===== config.mk =====
export PLATFORM = sky130hd
export DESIGN_NAME = sipo_frame_rx
export DESIGN_NICKNAME = d
export VERILOG_FILES = /design/src/rtl/sipo_frame_rx.sv
export SDC_FILE = /design/constraint.sdc
export NUM_CORES = 1
export LEC_CHECK = 0
export ABC_CLOCK_PERIOD_IN_PS = 3800
export BUFFER_PORTS_ARGS = -buffer_cell sky130_fd_sc_hd__buf_2
export CAP_MARGIN = 20
export CORE_UTILIZATION = 38
export CTS_BUF_LIST = sky130_fd_sc_hd__clkbuf_8
export DETAILED_ROUTE_END_ITERATION = 7
export GPL_TIMING_DRIVEN = 0
export PLACE_DENSITY = 0.68
export SYNTH_ARGS = -nofsm -noshare
export SYNTH_HDL_FRONTEND = slang
export SYNTH_SLANG_ARGS = --single-unit

===== constraint.sdc =====
create_clock -name clk -period 3.8 [get_ports clk]
set_clock_uncertainty 0.1 [all_clocks]
set_input_delay 1.14 -clock clk [delete_from_list [all_inputs] [get_ports clk]]
set_output_delay 1.14 -clock clk [all_outputs]
set_load 0.02 [all_outputs]

===== src/rtl/sipo_frame_rx.sv =====
// Serial-in, parallel-out frame receiver.
// Detects a start bit on an idle-low line, shifts in WIDTH data bits MSB first and presents
// each completed word on a registered valid/ready port. Words completing while the holder is
// still full are dropped and flagged by a sticky overrun flag.
// Optional feature: define SIPO_PARITY_EN to expect one even-parity bit after the data bits;
// parity_err then reports the parity check of the word held in pout, otherwise it stays 0.

module sipo_frame_rx #(
  parameter int unsigned WIDTH = 4
) (
  input  logic             clk,
  input  logic             rst,
  input  logic             sin,
  input  logic             sin_en,
  output logic [WIDTH-1:0] pout,
  output logic             pvalid,
  input  logic             pready,
  output logic             overrun,
  output logic             parity_err
);

  localparam int unsigned CntW = $clog2(WIDTH + 1);

`ifdef SIPO_PARITY_EN
  typedef enum logic [1:0] {StIdle, StData, StPar} state_e;
`else
  typedef enum logic [1:0] {StIdle, StData} state_e;
`endif

  state_e            state_q, state_d;
  logic [CntW-1:0]   cnt_q, cnt_d;
  logic [WIDTH-1:0]  shreg_q, shreg_d;
  logic [WIDTH-1:0]  pout_q, pout_d;
  logic              pvalid_q, pvalid_d;
  logic              overrun_q, overrun_d;
  logic              perr_q, perr_d;

  // Frame completion strobe with the assembled word and its parity result.
  logic              complete;
  logic [WIDTH-1:0]  frame_word;
  logic              frame_perr;

  // Receive FSM next state: all of it is frozen on cycles without a bit strobe.
  always_comb begin
    state_d    = state_q;
    cnt_d      = cnt_q;
    shreg_d    = shreg_q;
    complete   = 1'b0;
    frame_word = shreg_q;
    frame_perr = 1'b0;
    if (sin_en) begin
      unique case (state_q)
        StIdle: begin
          if (sin) begin
            state_d = StData;
            cnt_d   = '0;
            shreg_d = '0;
          end
        end
        StData: begin
          shreg_d = {shreg_q[WIDTH-2:0], sin};
          cnt_d   = cnt_q + CntW'(1);
          if (cnt_q == CntW'(WIDTH - 1)) begin
`ifdef SIPO_PARITY_EN
            state_d = StPar;
`else
            state_d    = StIdle;
            complete   = 1'b1;
            frame_word = {shreg_q[WIDTH-2:0], sin};
`endif
          end
        end
`ifdef SIPO_PARITY_EN
        StPar: begin
          state_d    = StIdle;
          complete   = 1'b1;
          frame_word = shreg_q;
          frame_perr = ^{shreg_q, sin};
        end
`endif
        default: state_d = StIdle;
      endcase
    end
  end

  // Output holder: load on completion when free or being drained, otherwise drop and flag.
  always_comb begin
    pout_d    = pout_q;
    pvalid_d  = pvalid_q;
    overrun_d = overrun_q;
    perr_d    = perr_q;
    if (complete) begin
      if (!pvalid_q || pready) begin
        pout_d   = frame_word;
        pvalid_d = 1'b1;
        perr_d   = frame_perr;
      end else begin
        overrun_d = 1'b1;
      end
    end else if (pvalid_q && pready) begin
      pvalid_d = 1'b0;
    end
  end

  // State registers with synchronous active-low reset.
  always_ff @(posedge clk) begin
    if (!rst) begin
      state_q   <= StIdle;
      cnt_q     <= '0;
      shreg_q   <= '0;
      pout_q    <= '0;
      pvalid_q  <= 1'b0;
      overrun_q <= 1'b0;
      perr_q    <= 1'b0;
    end else begin
      state_q   <= state_d;
      cnt_q     <= cnt_d;
      shreg_q   <= shreg_d;
      pout_q    <= pout_d;
      pvalid_q  <= pvalid_d;
      overrun_q <= overrun_d;
      perr_q    <= perr_d;
    end
  end

  assign pout       = pout_q;
  assign pvalid     = pvalid_q;
  assign overrun    = overrun_q;
  assign parity_err = perr_q;

endmodule


==> out/metrics.cfg, run 1 <==
[routing]
ant_nets=0
vias=471
drt_iter0_drc=5
vias_per_cell=5.23
first_pass_iters=4
drc=0
wl_um=1050
wl_per_cell_um=11.7

[placement]
dp.cells=87
io_buffers=10
dp_hpwl_um=765
routabilityCongestion=0.682

[clocking]
htree_levels=1
clk_path_buf_depth=2
clk_latency_ns=0.24
hold_buffers=0
cts-root-buf=clkbuf_8
clkSlewWorstSetupHoldPaths_ns=0.05
cts.sinks=14
post_cts_buffers=0
cts_tree=built
cts_buffers=3
cts_resized=0

[die]
start_util=0.408
io_pins=12
die-area_um2=1780
die_height_um=42.2
die_x_um=42.2
row_count=14
core-area_um2=1510

[power_and_ir_drop]
power.density_nw_per_um2=390
p_total_uw=283
ir_worst_vdd_mv=0.172
leakage_nw=0.295

[finish]
final_util=0.482
fillers=154
nets=84
drive_gt1_frac=0.311
antennaDiodeCount=0
stdcell_count=90
syn2layout_area_growth_pct=18.1

[timing]
fmax_mhz=509
rsz0062_at_grt=no
post-route-min-period_ns=1.97
fin_setup_tns_ns=0
finalHoldViolations=0
setup_viol=0
post-route-period-util=0.517
maxSlewViolCount=0

[min_path]
hold_path.class=flop to flop

[worst_setup_path]
worst_path_largest_cell_delay_ns=0.32
crit_path_max_fanout=2
cp-start-kind=flop
crit_buf_inv=1
worstSetupEndpointType=output port
cp.arrival_ns=0.73
cp.required_ns=2.56
worstSetupPathType=flop to output port
path_cells=buf_2
critPathTopFamily=flip-flops
cp_slowest_cell=dfxtp_1

[logic_synthesis]
avgSynthCellArea_um2=10.1
syn-cell-area_um2=614
ys_types=19
syn_inst=61
synth_nets=69
synth.yosys.warnings=0
synth_sequential_area_ratio=0.456
ys_seq_elements=14

[grt]
grt_overflow=0
track_usage=0.138
grt_pass1_wl_um=1810
antenna_found_initial=0
grt_pass1_vias=424
grt_max_degree=11

[run_status]
status=finished, final reports clean

[flow_run]
maxCapViolations=0

[worst register-to-register path, stage by stage, from the launching register on]
cell and delay [ns]:
dfxtp_1 0.32, ha_1 0.22, ha_1 0.20, and3_4 0.20, and2_4 0.18, a211oi_2 0.17
[cell usage in the layout (no fill, tap or decap)]
master	netlist	routed
a211oi_2	4	4
a21oi_1	5	5
a22oi_1	6	6
and2_1	1	1
and2_4	1	1
and3_4	1	1
buf_2	1	11
buf_4	2	2
clkbuf_8	0	3
conb_1	1	1
dfxtp_1	14	14
ha_1	3	3
inv_1	3	3
mux2i_1	5	5
nand2_1	2	2
nand2b_1	1	1
nand3_1	1	1
nor2_1	8	8
o21a_1	1	1
o21ai_2	1	1
[per-stage QoR]
step	hold WS, ns	worst slack (ns)	instance area, um^2
final	0.358	1.83	726
after detailed placement	0.354	1.78	684
after CTS	0.364	1.83	726
after global routing	0.371	1.80	726
after global placement	0.342	1.80	684
after floorplan	0.377	1.96	614
[worst paths after layout]
path | startpoint | to | slack [ns] | cells past startpoint
max | pvalid | pvalid | 1.83 | 1
min | pout[0] | pout[0] | 0.36 | 2
max reg2reg | cnt_q[0] | pout[1] | 2.33 | 5
min reg2reg | pout[0] | pout[0] | 0.36 | 2
[power by group]
group	internal (mW)	total, mW	leakage [nW]	switching, mW
Combinational	0.00612	0.0155	0.160	0.00943
Clock	0.0700	0.117	0.0216	0.0474
Sequential	0.149	0.150	0.113	0.00171
Total	0.225	0.283	0.295	0.0585
[synth_stat cells]
cell       n  share of area
nor2_1     8          0.049
a21oi_1    5          0.041
o21a_1     1          0.012
nand2b_1   1          0.010
mux2i_1    5          0.081
dfxtp_1   14           0.46
a211oi_2   4          0.081
ha_1       3          0.061
inv_1      3          0.018
buf_2      1         0.0081
conb_1     1         0.0061
and2_1     1          0.010
o21ai_2    1          0.014
and2_4     1          0.014
a22oi_1    6          0.073
nand2_1    2          0.012
nand3_1    1         0.0081
buf_4      2          0.024
and3_4     1          0.018
[flip-flops by register name, indices dropped and copies added (netlist names)]
name / flops
pvalid: 1
shreg_q: 4
state_q: 1
cnt_q: 3
overrun: 1
pout: 4
[metal layers]
layer | up-vias | wire length (um) | track usage
li1 | 242 | - | -
met1 | 218 | 482 | 0.156
met2 | 9 | 519 | 0.222
met3 | 2 | 33 | 0.0388
met4 | 0 | 18 | 0.0938
met5 | - | 0 | 0
[kinds of logic after synthesis]
kind of cell,Yosys count,synth area share
compound gates,17,0.222
fa+ha+maj,3,0.0611
buf+inv,6,0.0509
flops,14,0.456
mux,5,0.0815
other cells,1,0.00610
simple gates,15,0.122
[final cells by class]
class                   instances  area [um^2]  area share
clock buffers                   3         41.3      0.0569
well taps                      16         20.0      0.0276
plain buffers                   3         20.0      0.0276
multi-input cells              41          303       0.417
flip-flops and latches         14          280       0.386
repair buffers                 10         50.0      0.0690
inverters                       3         11.3      0.0155
(Power assumes the default switching activity.)
==> run 2, diff against run 1 <==
Settings changed: ABC_CLOCK_PERIOD_IN_PS 3800 to 1660, PLACE_DENSITY 0.68 to 0.7.
Clock period 3.8 ns to 1.66 ns, I/O delays scaled along.
==> run 2 against run 1 <==
  * Sequential power rose by 130%
  * Power rose to 2.5 times the previous value
  * Worst setup slack got worse by 1.7 ns
  * Sequential cell count did not move
  * Routed wire length rose by 8.6%
  * Global-route usage rose by 1.1 points
  * Clock-buffer cell count rose by 1
  * Utilization rose by 0.91 points
==> out/metrics.cfg, run 2 (synthesis results as in run 1) <==
[run_status]
status=finished, final reports clean

[routing]
drc=0  ; unchanged
ant_nets=0  ; unchanged
vias_per_cell=5.19  ; -0.89%
drt_iter0_drc=8  ; +3
vias=472  ; +0.21%
first_pass_iters=2  ; -2
wl_um=1140  ; +8.6%
wl_per_cell_um=12.6  ; +7.4%

[die]
die_height_um=42.2  ; unchanged
die-area_um2=1780  ; unchanged
row_count=14  ; unchanged
die_x_um=42.2  ; unchanged
io_pins=12  ; unchanged
core-area_um2=1510  ; unchanged
start_util=0.408  ; unchanged

[worst_setup_path]
worstRegToRegCells=5  ; unchanged
cp.arrival_ns=1.56  ; +0.83 ns
critical_path.startpoint=cnt_q[0]
cp-start-kind=flop
cp.required_ns=1.72  ; -0.84 ns
crit_top_cell=ha_1
worstSetupEndpointType=flop
worstReg2RegStart=cnt_q[0]
path_cells=ha_1 > ha_1 > and3_4 > and2_4 > a211oi_2
worstSetupPathType=flop to flop
cp_slowest_cell=dfxtp_1
crit_path_max_fanout=4  ; +2
worst_path_largest_cell_delay_ns=0.32  ; about the same

[power_and_ir_drop]
p_total_uw=712  ; +150%
leakage_nw=0.302  ; +2.4%
ir_worst_vdd_mv=0.406  ; +140%
power.density_nw_per_um2=963  ; +150%

[finish]
antennaDiodeCount=0  ; unchanged
mostFrequentLayoutCells=dfxtp_1, buf_2, nor2_1
final_common_cell=dfxtp_1
syn2layout_area_growth_pct=20.4
nets=84  ; unchanged
drive_gt1_frac=0.320  ; +0.00919

[grt]
grt_overflow=0  ; unchanged
grt.met1_usage=0.183  ; +0.0274
grt_pass1_vias=436  ; +2.8%
antenna_found_initial=0  ; unchanged
top_usage_layer=met2
grt_max_degree=11  ; unchanged
grt_pass1_wl_um=1920  ; +6.1%
track_usage=0.148  ; +0.0109
met3_usage=0.0259  ; -0.0129
use_met2=0.228  ; +0.00615

[timing]
setup_viol=0  ; unchanged
maxSlewViolCount=0  ; unchanged
rsz0062_at_grt=no
finalHoldViolations=0  ; unchanged
fin_setup_tns_ns=0  ; unchanged
holdWs_ns=0.358  ; -0.000616 ns
post-route-min-period_ns=1.50
post-route-period-util=0.902
fmax_mhz=668
setup_slack_ns=0.163  ; -1.67 ns

[clocking]
clk_path_buf_depth=2  ; unchanged
cts_resized=0  ; unchanged
post_cts_buffers=0  ; unchanged
clk_latency_ns=0.25  ; about the same
clkSlewWorstSetupHoldPaths_ns=0.06  ; about the same
cts.sinks=14  ; unchanged
cts-root-buf=clkbuf_8
hold_buffers=0  ; unchanged
cts_buffers=3  ; unchanged
htree_levels=1  ; unchanged
cts_tree=built

[flow_run]
maxCapViolations=0  ; unchanged

[placement]
routabilityCongestion=0.685  ; +0.35%
pre_cts_ws_ns=0.174  ; -1.60 ns
dp_hpwl_um=794  ; +3.8%
io_buffers=10  ; unchanged

[min_path]
hold_depth=2  ; unchanged
hold_path.class=flop to flop
min_from=pout[0]

-- run 2: path summary, 6_finish.rpt --
kind / to / slack [ns]
hold reg to reg: pout[0] / 0.36
setup reg to reg: pout[1] / 0.16
setup / recovery: pout[1] / 0.16
hold / removal: pout[0] / 0.36
-- run 2: metal layers --
metal  up-vias  part of all wire
li1        242                 -
met1       216              0.46
met2         9              0.48
met3         5             0.022
met4         0             0.037
met5         -                 0
-- run 2: cell type report --
class,instances,area (um^2)
tap,16,20.0
multi-input combinational,41,303
fill,140,767
timing repair buffer,10,50.0
inverter,3,11.3
buffer,3,20.0
sequential,14,280
clock buffer,4,55.1
-- run 2: power by group --
part | total, mW | internal, mW | switching (mW)
registers | 0.344 | 0.340 | 0.00396
clock network | 0.332 | 0.210 | 0.121
logic | 0.0364 | 0.0139 | 0.0225
-- run 2: stage by stage --
| stage | cell area, um^2 | utilization | cells |
|---|---|---|---|
| floorplan | 614 | - | 61 |
| global placement | 684 | 0.454 | 87 |
| detailed placement | 684 | 0.454 | 87 |
| CTS | 739 | 0.491 | 91 |
| global route | 739 | 0.491 | 91 |
| finish | 739 | 0.491 | 91 |
-- run 2: worst max-delay path: cells and delay by family, from the launching register on --
kind,cells,cell delay [ns]
compound gates,1,0.19
fa+ha+maj,2,0.43
simple gates,2,0.38
flops,1,0.32
